[config.mk]
export PLATFORM = sky130hd
export DESIGN_NAME = mem_arbiter
export DESIGN_NICKNAME = d
export VERILOG_FILES = /design/src/rtl/mem_arb_pkg.sv /design/src/rtl/rr_arb2.sv /design/src/rtl/mem_arbiter.sv
export SDC_FILE = /design/constraint.sdc
export NUM_CORES = 1
export LEC_CHECK = 0
export BUFFER_PORTS_ARGS = -buffer_cell sky130_fd_sc_hd__buf_4
export CAP_MARGIN = 20
export CORE_UTILIZATION = 42
export CTS_CLUSTER_DIAMETER = 120
export CTS_CLUSTER_SIZE = 28
export DETAILED_ROUTE_END_ITERATION = 10
export PLACE_DENSITY = 0.76
export SLEW_MARGIN = 20
export SYNTH_ARGS = -nofsm -noshare
export SYNTH_HDL_FRONTEND = slang
export SYNTH_SLANG_ARGS = --single-unit
[constraint.sdc]
create_clock -name Clock -period 1.8 [get_ports Clock]
set_clock_uncertainty 0.1 [all_clocks]
set_input_delay 0.36 -clock Clock [delete_from_list [all_inputs] [get_ports Clock]]
set_output_delay 0.36 -clock Clock [all_outputs]
set_load 0.01 [all_outputs]
[src/rtl/mem_arb_pkg.sv]
// Shared types for the fetch/data memory arbiter.
package mem_arb_pkg;

    typedef enum logic [1:0] {
        IDLE   = 2'd0,
        ACCESS = 2'd1,
        WAIT   = 2'd2,
        RESP   = 2'd3
    } arb_state_t;

    typedef enum logic {
        OWN_IF = 1'b0,
        OWN_D  = 1'b1
    } owner_t;

endpackage

[src/rtl/rr_arb2.sv]
// Two-way round-robin picker: on a tie, the requester that did not win last time wins.
module rr_arb2
    import mem_arb_pkg::*;
(
    input  logic   req_if,
    input  logic   req_d,
    input  owner_t last_grant,
    output logic   gnt_valid,
    output owner_t gnt_owner
);

    always_comb begin
        gnt_valid = req_if | req_d;
        gnt_owner = OWN_IF;
        if (req_if && req_d) begin
            gnt_owner = (last_grant == OWN_IF) ? OWN_D : OWN_IF;
        end else if (req_d) begin
            gnt_owner = OWN_D;
        end
    end

endmodule

[src/rtl/mem_arbiter.sv]
// Shares one single-port memory between instruction fetch and load/store.
// state  | meaning
// IDLE   | no owner
// ACCESS | command on mem_* with mem_en high (1 cycle)
// WAIT   | memory latency countdown (MEM_LAT cycles)
// RESP   | owner's ready pulse; non-owner may be granted back-to-back
module mem_arbiter
    import mem_arb_pkg::*;
#(
    parameter int ADDR_W  = 32,
    parameter int DATA_W  = 32,
    parameter int MEM_LAT = 2
) (
    input  logic                Clock,
    input  logic                nReset,
    input  logic                if_req,
    input  logic [ADDR_W-1:0]   if_addr,
    output logic                if_ready,
    output logic [DATA_W-1:0]   if_rdata,
    input  logic                d_req,
    input  logic                d_we,
    input  logic [ADDR_W-1:0]   d_addr,
    input  logic [DATA_W-1:0]   d_wdata,
    input  logic [DATA_W/8-1:0] d_be,
    output logic                d_ready,
    output logic [DATA_W-1:0]   d_rdata,
    output logic                mem_en,
    output logic                mem_we,
    output logic [ADDR_W-1:0]   mem_addr,
    output logic [DATA_W-1:0]   mem_wdata,
    output logic [DATA_W/8-1:0] mem_be,
    input  logic [DATA_W-1:0]   mem_rdata
);

    localparam int BE_W  = DATA_W / 8;
    localparam int CNT_W = $clog2(MEM_LAT + 1);
    localparam logic [CNT_W-1:0] CNT_LOAD = CNT_W'(MEM_LAT);
    localparam logic [CNT_W-1:0] CNT_ONE  = CNT_W'(1);

    arb_state_t          state_q, state_d;
    owner_t              last_grant_q, last_grant_d;
    logic [CNT_W-1:0]    cnt_q, cnt_d;
    logic                mem_en_q, mem_en_d;
    logic                mem_we_q, mem_we_d;
    logic [ADDR_W-1:0]   mem_addr_q, mem_addr_d;
    logic [DATA_W-1:0]   mem_wdata_q, mem_wdata_d;
    logic [BE_W-1:0]     mem_be_q, mem_be_d;
    logic [DATA_W-1:0]   if_rdata_q, if_rdata_d;
    logic [DATA_W-1:0]   d_rdata_q, d_rdata_d;
    logic                if_ready_q, if_ready_d;
    logic                d_ready_q, d_ready_d;

    logic                arb_req_if, arb_req_d;
    logic                gnt_valid;
    owner_t              gnt_owner;
    logic                grant;

    // In RESP the owner's req still belongs to the request just completed.
    assign arb_req_if = if_req & ~((state_q == RESP) && (last_grant_q == OWN_IF));
    assign arb_req_d  = d_req  & ~((state_q == RESP) && (last_grant_q == OWN_D));

    rr_arb2 u_rr_arb2 (
        .req_if     (arb_req_if),
        .req_d      (arb_req_d),
        .last_grant (last_grant_q),
        .gnt_valid  (gnt_valid),
        .gnt_owner  (gnt_owner)
    );

    assign grant = gnt_valid && ((state_q == IDLE) || (state_q == RESP));

    always_comb begin
        state_d      = state_q;
        last_grant_d = last_grant_q;
        cnt_d        = cnt_q;
        mem_en_d     = 1'b0;
        mem_we_d     = mem_we_q;
        mem_addr_d   = mem_addr_q;
        mem_wdata_d  = mem_wdata_q;
        mem_be_d     = mem_be_q;
        if_rdata_d   = if_rdata_q;
        d_rdata_d    = d_rdata_q;
        if_ready_d   = 1'b0;
        d_ready_d    = 1'b0;

        case (state_q)
            IDLE, RESP: state_d = grant ? ACCESS : IDLE;
            ACCESS: begin
                state_d = WAIT;
                cnt_d   = CNT_LOAD;
            end
            WAIT: begin
                if (cnt_q == CNT_ONE) begin
                    state_d = RESP;
                    if (last_grant_q == OWN_IF) begin
                        if_rdata_d = mem_rdata;
                        if_ready_d = 1'b1;
                    end else begin
                        if (!mem_we_q) d_rdata_d = mem_rdata;
                        d_ready_d = 1'b1;
                    end
                end else begin
                    cnt_d = cnt_q - CNT_ONE;
                end
            end
            default: state_d = IDLE;
        endcase

        if (grant) begin
            last_grant_d = gnt_owner;
            mem_en_d     = 1'b1;
            if (gnt_owner == OWN_IF) begin
                mem_we_d    = 1'b0;
                mem_addr_d  = if_addr;
                mem_wdata_d = '0;
                mem_be_d    = '1;
            end else begin
                mem_we_d    = d_we;
                mem_addr_d  = d_addr;
                mem_wdata_d = d_wdata;
                mem_be_d    = d_be;
            end
        end
    end

    always_ff @(posedge Clock) begin
        if (!nReset) begin
            state_q      <= IDLE;
            last_grant_q <= OWN_D;
            cnt_q        <= '0;
            mem_en_q     <= 1'b0;
            mem_we_q     <= 1'b0;
            mem_addr_q   <= '0;
            mem_wdata_q  <= '0;
            mem_be_q     <= '0;
            if_rdata_q   <= '0;
            d_rdata_q    <= '0;
            if_ready_q   <= 1'b0;
            d_ready_q    <= 1'b0;
        end else begin
            state_q      <= state_d;
            last_grant_q <= last_grant_d;
            cnt_q        <= cnt_d;
            mem_en_q     <= mem_en_d;
            mem_we_q     <= mem_we_d;
            mem_addr_q   <= mem_addr_d;
            mem_wdata_q  <= mem_wdata_d;
            mem_be_q     <= mem_be_d;
            if_rdata_q   <= if_rdata_d;
            d_rdata_q    <= d_rdata_d;
            if_ready_q   <= if_ready_d;
            d_ready_q    <= d_ready_d;
        end
    end

    assign mem_en    = mem_en_q;
    assign mem_we    = mem_we_q;
    assign mem_addr  = mem_addr_q;
    assign mem_wdata = mem_wdata_q;
    assign mem_be    = mem_be_q;
    assign if_rdata  = if_rdata_q;
    assign d_rdata   = d_rdata_q;
    assign if_ready  = if_ready_q;
    assign d_ready   = d_ready_q;

endmodule
==> results.md <==
Placed design:
- The count of buffers added on input and output ports is 272.
- The setup slack at placement is ~0.031 ns.
- The standard cell area after detailed placement is 0.00817 sq mm.
- The routability congestion estimate is 0.792.
- The half-perimeter wire length after placement is 12.4 mm.

Routing:
- The post-detailed-routing wire length is 18.6 mm.
- In this run, the number of DRC markers left after iteration 0 of detailed routing was 375.
- The per-cell routed wire length is between 15 and 20 um.
- The first detailed-routing pass ran for 6 iterations.
- After detailed routing, the number of vias per cell comes to 5.34.
- The number of nets with antenna violations after detailed routing is 0.
- The final route contains 5936 vias.
- The residual DRC count is 0.

STA:
- The number of pins exceeding their max-slew limit in the final report is 0.
- The number of hold violations in the final report was 0.
- Subtracting the final worst setup slack from the clock period gives 1.74 ns.
- Dividing the final minimum period by the clock period gives 0.964.
- Setup total negative slack on the finished layout was measured at 0 ns.
- The worst relative slew slack is 0.709.
- Setup violations remaining at the end of the flow were counted as 0.
- The pin slew with the least headroom to its limit is 0.436 ns.
- Once routing completed, OpenROAD measured the worst setup slack at 0.0639 ns.
- The maximum achievable frequency is between 500 and 600 MHz.

Die:
- The horizontal die dimension is 120 um.
- For this configuration, the core starts out at a cell density of 0.437.
- The die outline area is about 0.014 sq mm.
- The top-level I/O count is 273.
- The vertical die dimension is 120 um.
- In this run the core area contains 42 standard-cell rows.
- The core region is approximately 0.013 sq mm.

Power:
- The total power divided by cell area is ~1300 mW/mm^2.
- Summed over all cells, the static leakage comes to 3.96 nW.
- The peak ir drop on the vdd network is 1.31 mV.

Worst setup path:
- The kind of end point of the critical path is a flip-flop.
- The data arrival time of the critical path is 2.01 ns.
- In this run the critical register-to-register path is launched from state_q[0]$_SDFFE_PN0P_.
- For this design, the slowest cell found on the critical path is sky130_fd_sc_hd__a221oi_1.
- The maximum fanout along the worst path is 19.
- The signal on the critical path passes through inv_1 -> ha_1 -> o21ai_2 -> buf_4 -> a221oi_1 -> o31a_1.
- The endpoint identified for the worst register-to-register timing path is mem_addr[4]$_SDFFE_PN0P_.
- The type of element launching the critical path is a flip-flop.
- The biggest cell delay along the critical path is 0.37 ns.
- The worst register-to-register path has a depth of 6.
- STA puts the critical path data required time at about 2.1 ns.
- The origin of the worst setup path is state_q[0]$_SDFFE_PN0P_.
- The capturing element of the worst setup path is mem_addr[4]$_SDFFE_PN0P_.
- The setup check on the worst reg-to-reg path leaves a slack of 0.06 ns.
- The path type of the worst setup path is reg2reg.

Finish:
- In the final layout, the share of cells above drive strength 1 is 0.367.
- The final instance area is around 0.0088 sq mm.
- The repair_antennas step left the layout with diodes totalling 0.
- For this run, the share of the core covered by cells in the final layout is 0.655.
- From synthesis to final layout, the design area changed by 49.7%.
- The net count of the finished layout is 1063.
- The filler cells instantiated in the layout total 1165.

Yosys:
- The cell area that synthesis handed to floorplanning was 0.00588 sq mm.
- Of the synthesized area, sequential elements account for 0.480.
- The number of nets in the synthesized netlist is 810.
- The number of library cell types mapped by synthesis is 37.
- The warning count from the yosys run is 0.
- The average cell area after synthesis is around 9 sq um.
- The instance count of the mapped netlist is 669.
- After synthesis the netlist holds a flip-flop and latch count of 141.

GRT:
- The fraction of met1 tracks used by global routing is 0.291.
- Entering global routing, the biggest net connects 60 pins.
- The wire length of the first global-routing pass is around 29 mm.
- In the global route stage, met2 resource usage came out at 0.415.
- The number of global-route vias before repair is around 5700.
- Across every metal layer, demand over resource in global routing totals 0.250.
- Summed over all layers, the global routing overflow is 0.
- The number of antenna violations at the first check in global routing is 0.
- For met3 alone, demand over resource in global routing was 0.0863.
- The highest-utilization routing layer at the global route stage is met2.

Run:
- Max-cap violations in this run came to 0.

CTS:
- The deepest clock path buffer count is 2.
- The root buffer cell chosen for the clock tree is sky130_fd_sc_hd__clkbuf_16.
- The number of gates given a new drive strength after cts is 0.
- The sink count of the clock tree is 141.
- The CTS tree is done.
- The post-CTS repair timing setup buffer count is 0.
- The clock latency at the later pin of the worst-skew pair is around 0.42 ns.
- The number of clock buffers added by TritonCTS is 17.
- The maximum level of the CTS H-tree is 4.
- In this run, post-CTS hold repair placed 0 buffers.
- After clock tree synthesis, the clock-pin slew on the worst setup and hold paths is 0.06 ns.

Outcome:
- The run finished with clean final reports.

Hold path:
- The path category of the worst min-delay check is in2reg.
## critical path: cells and delay by family, from the launching register on
| kind | cells | cell delay [ns] |
|---|---|---|
| buf+inv | 2 | 0.28 |
| flops | 1 | 0.35 |
| compound gates | 3 | 0.65 |
| fa+ha+maj | 1 | 0.31 |
## cell usage after synthesis
master                     number  area (sq um)
sky130_fd_sc_hd__a211oi_1       2          15.0
sky130_fd_sc_hd__a21boi_0       1          7.51
sky130_fd_sc_hd__a21o_1         1          7.51
sky130_fd_sc_hd__a21oi_1       67           335
sky130_fd_sc_hd__a221oi_1      32           280
sky130_fd_sc_hd__a31oi_1        1          6.26
sky130_fd_sc_hd__a32o_1        33           330
sky130_fd_sc_hd__and2_1         1          6.26
sky130_fd_sc_hd__and3_1        65           407
sky130_fd_sc_hd__and3b_1        1          8.76
sky130_fd_sc_hd__and4_1         1          8.76
sky130_fd_sc_hd__and4b_1        1          10.0
sky130_fd_sc_hd__buf_1          1          3.75
sky130_fd_sc_hd__buf_2         18          90.1
sky130_fd_sc_hd__buf_4          1          7.51
sky130_fd_sc_hd__buf_6          4          45.0
sky130_fd_sc_hd__clkbuf_1      41           154
sky130_fd_sc_hd__clkbuf_2       1          5.00
sky130_fd_sc_hd__dfxtp_1      141          2820
sky130_fd_sc_hd__ha_1           4          50.1
sky130_fd_sc_hd__inv_1         37           139
sky130_fd_sc_hd__mux2_1         1          11.3
sky130_fd_sc_hd__mux2i_4        1          22.5
sky130_fd_sc_hd__nand2_1      128           480
sky130_fd_sc_hd__nand2b_1       2          12.5
sky130_fd_sc_hd__nand3_1        2          10.0
sky130_fd_sc_hd__nand3b_1       1          7.51
sky130_fd_sc_hd__nand4b_1       1          8.76
sky130_fd_sc_hd__nor2_1         5          18.8
sky130_fd_sc_hd__nor2b_1       33           206
sky130_fd_sc_hd__o21ai_0        1          5.00
sky130_fd_sc_hd__o21ai_1        1          5.00
sky130_fd_sc_hd__o21ai_2        1          8.76
sky130_fd_sc_hd__o221a_1        3          33.8
sky130_fd_sc_hd__o221a_2        2          22.5
sky130_fd_sc_hd__o31a_1        32           280
sky130_fd_sc_hd__or3b_1         1          8.76
## report_power, final
| group | leakage, nW | switching, mW | internal (mW) |
|---|---|---|---|
| Clock | 0.274 | 1.40 | 2.11 |
| Combinational | 2.54 | 2.06 | 2.04 |
| Sequential | 1.15 | 0.381 | 3.68 |
| Total | 3.96 | 3.83 | 7.83 |
## routing by layer
| layer | wire (um) | vias up | share of wire |
|---|---|---|---|
| met5 | 0 | - | 0 |
| met4 | 501 | 0 | 0.027 |
| met3 | 1630 | 36 | 0.088 |
| met2 | 9200 | 247 | 0.49 |
| met1 | 7260 | 2780 | 0.39 |
| li1 | - | 2873 | - |
## stage by stage
| step | power, mW | hold WS [ns] | instances |
|---|---|---|---|
| after floorplan | 6.36 | 0.344 | 669 |
| after global placement | 8.08 | 0.342 | 1078 |
| after detailed placement | 8.14 | 0.347 | 1078 |
| after CTS | 11.7 | 0.0344 | 1110 |
| after global routing | 12.3 | 0.0319 | 1111 |
| final | 11.7 | 0.0463 | 1111 |
## sequential cells by signal (all words and copies together) (netlist names)
name	flops
cnt_q	2
mem_we	1
mem_be	4
d_ready	1
if_ready	1
state_q	2
mem_addr	32
mem_en	1
last_grant_q	1
mem_wdata	32
d_rdata	32
if_rdata	32
## logic make-up (layout without fill, tap and decap cells)
group / count (synthesis) / after routing / share of synthesized area
DFF: 141 / 141 / 0.480
adders and majority gates: 4 / 4 / 0.00851
buffers and inverters: 103 / 368 / 0.0755
muxes: 2 / 2 / 0.00574
and+or+nand+nor: 242 / 243 / 0.203
AOI/OAI and AO/OA: 177 / 177 / 0.227
## worst min path at each step
stage / from / to / slack [ns] / depth (start not counted)
floorplan: cnt_q[0]$_SDFFE_PN0P_ / cnt_q[0]$_SDFFE_PN0P_ / 0.34 / 1
global placement: d_rdata[5]$_SDFFE_PN0P_ / d_rdata[5]$_SDFFE_PN0P_ / 0.34 / 2
detailed placement: d_rdata[15]$_SDFFE_PN0P_ / d_rdata[15]$_SDFFE_PN0P_ / 0.35 / 2
CTS: d_wdata[26] / mem_wdata[26]$_SDFFE_PN0P_ / 0.03 / 2
global route: d_wdata[15] / mem_wdata[15]$_SDFFE_PN0P_ / 0.03 / 2
finish: d_wdata[2] / mem_wdata[2]$_SDFFE_PN0P_ / 0.05 / 2
## placed cells by master, fill, tap and decap left out, types with 2 or more instances in the layout
| cell | instances |
|---|---|
| sky130_fd_sc_hd__a211oi_1 | 2 |
| sky130_fd_sc_hd__a21oi_1 | 67 |
| sky130_fd_sc_hd__a221oi_1 | 31 |
| sky130_fd_sc_hd__a32o_1 | 33 |
| sky130_fd_sc_hd__and3_1 | 65 |
| sky130_fd_sc_hd__buf_12 | 10 |
| sky130_fd_sc_hd__buf_4 | 288 |
| sky130_fd_sc_hd__bufinv_16 | 2 |
| sky130_fd_sc_hd__clkbuf_16 | 17 |
| sky130_fd_sc_hd__clkbuf_8 | 2 |
| sky130_fd_sc_hd__clkinv_2 | 2 |
| sky130_fd_sc_hd__clkinv_4 | 2 |
| sky130_fd_sc_hd__clkinvlp_4 | 6 |
| sky130_fd_sc_hd__dfxtp_1 | 140 |
| sky130_fd_sc_hd__ha_1 | 3 |
| sky130_fd_sc_hd__inv_1 | 36 |
| sky130_fd_sc_hd__nand2_1 | 128 |
| sky130_fd_sc_hd__nand2b_1 | 2 |
| sky130_fd_sc_hd__nand3_1 | 2 |
| sky130_fd_sc_hd__nor2_1 | 5 |
| sky130_fd_sc_hd__nor2b_1 | 33 |
| sky130_fd_sc_hd__o221a_1 | 3 |
| sky130_fd_sc_hd__o221a_2 | 2 |
| sky130_fd_sc_hd__o31a_1 | 32 |
| sky130_fd_sc_hd__or3b_4 | 2 |
## cell type report
type                       instances  area, sq um  share of cell area
sequential                       141         2820               0.321
multi-input combinational        426         2660               0.302
timing repair buffer             299         2370               0.269
clock buffer                      19          453              0.0514
tap                              176          220              0.0250
clock inverter                    13          141              0.0161
inverter                          37          139              0.0158
Power figures use the tool's default switching activity.
